$ cat config.mk
export PLATFORM = sky130hd
export DESIGN_NAME = updown_mod_counter
export DESIGN_NICKNAME = d
export VERILOG_FILES = /design/src/rtl/counter_pkg.sv /design/src/rtl/clk_en_prescaler.sv /design/src/rtl/updown_mod_counter.sv
export SDC_FILE = /design/constraint.sdc
export NUM_CORES = 1
export LEC_CHECK = 0
export CAP_MARGIN = 0
export CELL_PAD_IN_SITES_DETAIL_PLACEMENT = 0
export CELL_PAD_IN_SITES_GLOBAL_PLACEMENT = 1
export CORE_ASPECT_RATIO = 1.4
export CORE_MARGIN = 2
export CORE_UTILIZATION = 41
export DETAILED_ROUTE_END_ITERATION = 10
export PLACE_DENSITY = 0.86
export SETUP_SLACK_MARGIN = 0.1
export SYNTH_ARGS = -nofsm -noshare
export SYNTH_HDL_FRONTEND = slang
export SYNTH_HIERARCHICAL = 1
export SYNTH_SLANG_ARGS = --single-unit
$ cat constraint.sdc
create_clock -name clk -period 4.85 [get_ports clk]
set_input_delay 0.97 -clock clk [delete_from_list [all_inputs] [get_ports clk]]
set_output_delay 0.97 -clock clk [all_outputs]
set_load 0.05 [all_outputs]
$ cat src/rtl/counter_pkg.sv
// Shared constants for the up/down modulus counter family.
package counter_pkg;

   // Direction encoding for up_dn
   localparam logic DIR_DOWN  = 1'b0;
   localparam logic DIR_UP    = 1'b1;

   // Boundary-mode encoding for saturate
   localparam logic MODE_WRAP = 1'b0;
   localparam logic MODE_SAT  = 1'b1;

endpackage : counter_pkg

$ cat src/rtl/clk_en_prescaler.sv
// Enable-gated prescaler: produces a one-cycle tick every prescale+1 enabled
// cycles. The phase freezes while enable is low and is restarted by clear.
module clk_en_prescaler #(
   parameter int PRESCALE_W = 4
) (
   input  logic                  clk,
   input  logic                  reset,
   input  logic                  enable,
   input  logic                  clear,
   input  logic [PRESCALE_W-1:0] prescale,
   output logic                  tick
);

   logic [PRESCALE_W-1:0] r_pcnt;
   logic                  w_at_reload;

   // A run-time lowering of prescale below the current phase still reloads
   // immediately instead of running the phase counter all the way round.
   assign w_at_reload = (r_pcnt >= prescale);
   assign tick        = enable & w_at_reload;

   // Phase counter: reset/clear restart it, enable advances it, else hold
   always_ff @(posedge clk) begin
      if (reset) begin
         r_pcnt <= {PRESCALE_W{1'b0}};
      end else if (clear) begin
         r_pcnt <= {PRESCALE_W{1'b0}};
      end else if (enable) begin
         if (w_at_reload) begin
            r_pcnt <= {PRESCALE_W{1'b0}};
         end else begin
            r_pcnt <= r_pcnt + PRESCALE_W'(1);
         end
      end else begin
         r_pcnt <= r_pcnt;
      end
   end

endmodule : clk_en_prescaler

$ cat src/rtl/updown_mod_counter.sv
// Parametrised up/down counter over 0..modulus with load, prescaled stepping,
// wrap/saturate boundary handling, terminal-count pulse and sticky overflow.
module updown_mod_counter
   import counter_pkg::*;
#(
   parameter int WIDTH      = 8,
   parameter int PRESCALE_W = 4
) (
   input  logic                  clk,
   input  logic                  reset,
   input  logic                  enable,
   input  logic                  load,
   input  logic [WIDTH-1:0]      load_val,
   input  logic                  up_dn,
   input  logic                  saturate,
   input  logic [WIDTH-1:0]      modulus,
   input  logic [PRESCALE_W-1:0] prescale,
   input  logic                  clear_ovf,
   output logic [WIDTH-1:0]      count,
   output logic                  tc,
   output logic                  ovf,
   output logic                  at_max,
   output logic                  at_zero
);

   logic [WIDTH-1:0] r_count;
   logic             r_tc;
   logic             r_ovf;

   logic             w_tick;
   logic [WIDTH-1:0] w_count_nxt;
   logic             w_tc_nxt;
   logic             w_ovf_nxt;
   logic             w_boundary;

   // Load restarts the prescaler phase so the first step after a load
   // always takes a full prescale+1 enabled cycles.
   clk_en_prescaler #(
      .PRESCALE_W (PRESCALE_W)
   ) u_prescaler (
      .clk      (clk),
      .reset    (reset),
      .enable   (enable),
      .clear    (load),
      .prescale (prescale),
      .tick     (w_tick)
   );

   // Next count, terminal-count and overflow; load beats tick beats hold
   always_comb begin
      w_count_nxt = r_count;
      w_tc_nxt    = 1'b0;
      w_boundary  = 1'b0;
      if (load) begin
         if (load_val > modulus) begin
            w_count_nxt = modulus;
         end else begin
            w_count_nxt = load_val;
         end
      end else if (w_tick) begin
         if (r_count > modulus) begin
            // Modulus was lowered under the count: pull back into range quietly
            w_count_nxt = modulus;
         end else begin
            case (up_dn)
               DIR_UP: begin
                  if (r_count == modulus) begin
                     w_boundary  = 1'b1;
                     if (saturate == MODE_SAT) begin
                        w_count_nxt = r_count;
                     end else begin
                        w_count_nxt = {WIDTH{1'b0}};
                     end
                  end else begin
                     w_count_nxt = r_count + WIDTH'(1);
                  end
               end
               DIR_DOWN: begin
                  if (r_count == {WIDTH{1'b0}}) begin
                     w_boundary  = 1'b1;
                     if (saturate == MODE_SAT) begin
                        w_count_nxt = r_count;
                     end else begin
                        w_count_nxt = modulus;
                     end
                  end else begin
                     w_count_nxt = r_count - WIDTH'(1);
                  end
               end
               default: begin
                  w_count_nxt = r_count;
               end
            endcase
         end
      end else begin
         w_count_nxt = r_count;
      end
      w_tc_nxt = w_boundary;
      // A boundary event on the same edge as clear_ovf keeps the flag set
      if (w_boundary) begin
         w_ovf_nxt = 1'b1;
      end else if (clear_ovf) begin
         w_ovf_nxt = 1'b0;
      end else begin
         w_ovf_nxt = r_ovf;
      end
   end

   // State registers for count and the two flags
   always_ff @(posedge clk) begin
      if (reset) begin
         r_count <= {WIDTH{1'b0}};
         r_tc    <= 1'b0;
         r_ovf   <= 1'b0;
      end else begin
         r_count <= w_count_nxt;
         r_tc    <= w_tc_nxt;
         r_ovf   <= w_ovf_nxt;
      end
   end

   assign count   = r_count;
   assign tc      = r_tc;
   assign ovf     = r_ovf;
   assign at_max  = (r_count == modulus);
   assign at_zero = (r_count == {WIDTH{1'b0}});

endmodule : updown_mod_counter

# Yosys cells after proc, flatten, opt, wreduce, memory -nomap -nowiden
# Cells that the tools add are included.
# classes
magnitude_cmp,3
n_mux,18
bitwise_logic,2
n_addsub,3
reduce_logical,5
n_eq_ne,3
# ops
op,count
8-bit 2-to-1 mux,8
8-bit greater-than comparator,2
8-bit one-hot mux with 2 select lines,1
"8-bit by 1-bit adder with 8-bit output, second input constant",1
8-bit == test,1
8-bit zero test,1
"8-bit by 1-bit subtractor with 8-bit output, second input constant",1
1-bit 2-to-1 mux,7
"5-bit by 4-bit inequality test with 1-bit output, second input constant",1
"5-bit inequality test, second input constant",1
"4-bit by 1-bit adder with 4-bit output, second input constant",1
4-bit >= comparator,1
4-bit 2-to-1 mux,1
2-bit nonzero test,2
3-bit AND reduction,1
1-bit one-hot mux with 2 select lines,1
2-bit OR reduction,1
1-bit bitwise AND,1
1-bit NOT,1
# word_totals
register_bits,14
out_inout_bits,12
wordCells,38

# Depth between registers and ports, before layout
# logic_depth
word_depth,7
mapped_depth,10
mapped_depth_nobuf,10

# Hierarchy
# The synthesis kept the hierarchy.
# by_module_without_submodules
mod,cells_per_inst,seq_area_each_um2,area_per_inst_um2,n_inst
updown_mod_counter,187,200.2,1503.9,1
clk_en_prescaler,35,80.1,292.8,1

# Worst setup path after synthesis
# No wires, ideal clock.
# synth_path
kind,input to register
startpoint,input port modulus[5]
endpoint,register r_count[6] (netlist: count[6])
required_ns,4.779
arrival_time_ns,2.864
setup_ns,0.071
setup_slack_ns,1.915
n_path_buf,1
cell_stages,10
path_cell_list,inv_1 > ha_1 > nand4_4 > nor2_8 > a21oi_2 > or2_1 > buf_6 > o32ai_4 > a22oi_1 > a21oi_1
# synth_via
elab_chain_cells,6
word_cells_on_any_way,12
# synth_rtl
item,line_no,rtl
from (decl),updown_mod_counter.sv:16,"input logic [WIDTH-1:0] modulus,"
8-bit == test *,--,
via at_max,updown_mod_counter.sv:22,"output logic at_max,"
8-bit 2-to-1 mux,updown_mod_counter.sv:67,if (r_count == modulus) begin
8-bit one-hot mux with 2 select lines,updown_mod_counter.sv:65,case (up_dn)
8-bit 2-to-1 mux,updown_mod_counter.sv:61,if (r_count > modulus) begin
8-bit 2-to-1 mux,updown_mod_counter.sv:60,end else if (w_tick) begin
8-bit 2-to-1 mux,updown_mod_counter.sv:54,if (load) begin
to (signal assigned),updown_mod_counter.sv:112,r_count <= {WIDTH{1'b0}};
to (signal assigned),updown_mod_counter.sv:116,r_count <= w_count_nxt;
to (decl),updown_mod_counter.sv:26,logic [WIDTH-1:0] r_count;
# Mark *: on every way through the listed nets, which the timed path passes. The rest lies on a longest branch. The select of a mux whose other input is x is not followed.
# A chain may end at the register's enable or synchronous reset.

# Worst setup path in the final report
# layout_path
startpoint,input port modulus[4]
endpoint,output port at_max
# layout_via
elab_chain_cells,1
# layout_rtl
item,line_no,rtl
8-bit == test,updown_mod_counter.sv:125,assign at_max = (r_count == modulus);
to (decl),updown_mod_counter.sv:22,
# Every way passes these cells.

==> impl_results.md <==
* Core ar. at between 4000 and 5000 um^2
* Hold_sp: ovf
* CTS H-tree lvls at 1
* Clock Skew at ~0.0068 ns
* Crit path cell chain: clkdlybuf4s50_1 > inv_1 > ha_1 > nand4_4 > nor2_8 > clkdlybuf4s50_1
* Result of the run: finished, final reports clean
* Highest-count cells in the layout ignoring fill and taps: clkdlybuf4s50_1 (38), ha_1 (24), inv_1 (20), a21oi_1 (16), nand2_1 (16)
* Hold crit path type: flop to flop
* Cell internal pwr at 299 uW
* Pleak at 0.919 nW
* R2r endpoint: count[5]
* Post-CTS Hold Fix Bufs at 0
* Synth cell types at 55
* Avg Vias per Cell at a little under 6
* Gpl congestion at around 0.9
* Area delta synth->final at 25.3%
* Syn Inst Count at ~220
* Max Cap Viol at 0
* Site row count at 28
* Dominant synthesized flop cell: dfxtp_1
* Worst-path clk slew at approximately 0.070 ns
* Hold-critical path endpoint: ovf
* Fmax at about 250 MHz
* Initial antenna violation count at 0
* Routed WL per cell at roughly 16 um
* Yosys warning total at 6
* Maximum vdd ir drop at between 0.0001 and 0.00015 V
* Gr usage total at between 20% and 30%
* Setup-failing EPs final at 0
* Fin util at around 54%
* Ys async rst share at 0%
* CP required at a little under 4 ns
* TritonCTS Buffers at 3
* Overall Power at slightly above 500 uW
* Pin count of the biggest net entering global routing at 16
* Comb power frac at about 48%
* Root Driver: clkbuf_8
* Worst R2R Start: count[3]
* Hold Crit Depth at 2
* Slew headroom at between 40% and 50%
* Worst path slowest cell: clkdlybuf4s50_1
* First-pass GRT wire length at between 8000 and 9000 um
* Worst r2r path cells at 8
* Seq/Total Area, Yosys at approximately 16%
* Port Buffers at 38
* Power share of the sequential group at 28.1%
* Die area at around 4900 um^2
* Antenna diodes at 0
* Detailed Route WL at 4930 um
* Most common cell on crit path: clkdlybuf4s50_1
* Worst Path Arrival at around 3.1 ns
* CP Capture Type: output port
* Worst-path fanout max at 7
* Period Utilization, post-route at 84.1%
* Yosys reg bits at 14
* Starting DRT DRC Count at 87
* Residual DRC count at 0
* Setup slack, reg-to-reg at 2.12 ns
* ANT nets after route at 0
* Post-synth EDFFs at 0
* Die width at around 60 um
* Die Height at between 80 and 90 um
* CTS Sinks at 14
* Initial Utilization at 42.7%
* Pwr dens at roughly 230 nW/um^2
* Tmin final at 4.08 ns
* Final Max Tran Viols at 0
* Commonest non-fill, non-tap cell in the layout: clkdlybuf4s50_1
* Pre-Repair DR Iteration Count at 4
* Sw Ratio at between 40% and 50%
* CP startpoint kind: input pin
* Vias in the first global route at about 1800
* Least-Margin Pin Slew at ~0.85 ns
* RSZ-0062 raised after global routing: no
* Hold Fails Final Rpt at 0
* Clock power frac at approximately a quarter
* WS Path Type: input pin to output port
* Mean area per synthesized cell at just over 8 um^2
* Worst skew pair latency at approximately 0.25 ns
* DR vias at 1768
* Syn Std Cell Area at 1800 um^2
* Maximum root-to-sink buffer count at 2
* GRT overflow at 0
* Final setup TNS at 0 ns
* Net Sw Power at 208 uW
* Layout cells sized above 1 at roughly a tenth
* CTS tree: yes
* I/O pins at 39
* Layout fillers at 432
* Max incr delay on CP at between 0.8 and 0.9 ns
* Hpwl dp at approximately 4000 um
* Setup bufs post-CTS at 0
* Nets@finish at around 310
* # resized after CTS at 0
* Syn Nets at ~270
-- synth_stat cells, types with 2 or more instances --
library cell	count	area (um^2)
a211oi_2	2	25.0
a21oi_1	16	80.1
a21oi_2	2	17.5
a22oi_1	4	30.0
a31oi_1	7	43.8
and3_1	2	12.5
buf_2	5	25.0
dfxtp_1	14	280
ha_1	24	300
inv_1	20	75.1
inv_2	2	7.51
mux2_1	5	56.3
mux2i_1	3	30.0
nand2_1	16	60.1
nand2b_1	5	31.3
nand3_1	5	25.0
nand4_1	2	12.5
nand4_4	2	42.5
nor2_1	9	33.8
nor2b_1	4	25.0
nor3_1	9	45.0
nor4_1	2	12.5
o211ai_1	7	52.6
o21ai_0	8	40.0
o21ai_1	7	35.0
o221ai_1	3	26.3
o22ai_1	2	12.5
o31ai_1	2	15.0
xnor2_1	4	35.0
xor2_1	4	35.0
-- worst max path at each step --
stage,start,end,cells past startpoint
global placement,modulus[4],at_max,6
CTS,modulus[4],at_max,6
finish,modulus[4],at_max,6
global route,modulus[4],at_max,6
floorplan,modulus[5],count[6],10
detailed placement,modulus[4],at_max,6
-- through the flow --
step                      std cells  worst slack, ns  cell area (um^2)  hold WS (ns)
after global placement          298            0.772              2200         0.466
after detailed placement        298            0.766              2200         0.470
final                           302            0.769              2250         0.473
after floorplan                 222             1.92              1800         0.456
after CTS                       302            0.760              2250         0.480
after global routing            302            0.681              2250         0.497
-- flip-flops by register name (all words and copies together) (netlist names) --
register            flops
count                   8
ovf                     1
tc                      1
u_prescaler/r_pcnt      4
-- critical path, delay by kind of cell --
family,cells,cell delay [ns]
simple gates,2,0.34
buf+inv,3,1.47
fa+ha+maj,1,0.33
-- power by group through the flow --
stage	Sequential, mW	Combinational, mW	Clock (mW)
floorplan	0.155	0.156	0
global placement	0.145	0.243	0
detailed placement	0.145	0.243	0
CTS	0.142	0.244	0.121
global route	0.145	0.267	0.128
finish	0.143	0.244	0.121
-- layout make-up --
class | count | area [um^2] | share of cell area, %
clock buffers | 4 | 55.1 | 2.44
inverters | 22 | 82.6 | 3.67
multi-input cells | 178 | 1390 | 61.7
flip-flops and latches | 14 | 280 | 12.4
well taps | 45 | 56.3 | 2.50
repair buffers | 39 | 388 | 17.2
-- cells by family (layout without fill, tap and decap cells) --
family / after synthesis / after routing / share of synthesized area (%)
fa+ha+maj: 24 / 24 / 16.7
compound gates: 73 / 73 / 29.0
flops: 14 / 14 / 15.6
xor+xnor: 8 / 8 / 3.90
simple gates: 64 / 64 / 22.3
buf+inv: 30 / 65 / 7.03
mux: 9 / 9 / 5.43
-- per-layer routing --
| metal | vias to the layer above | global-route usage [%] | wire (um) |
|---|---|---|---|
| li1 | 900 | - | - |
| met1 | 822 | 25.5 | 2010 |
| met2 | 39 | 41.8 | 2710 |
| met3 | 7 | 1.87 | 134 |
| met4 | 0 | 5.78 | 70 |
| met5 | - | 0 | 0 |
Power figures use the tool's default switching activity.
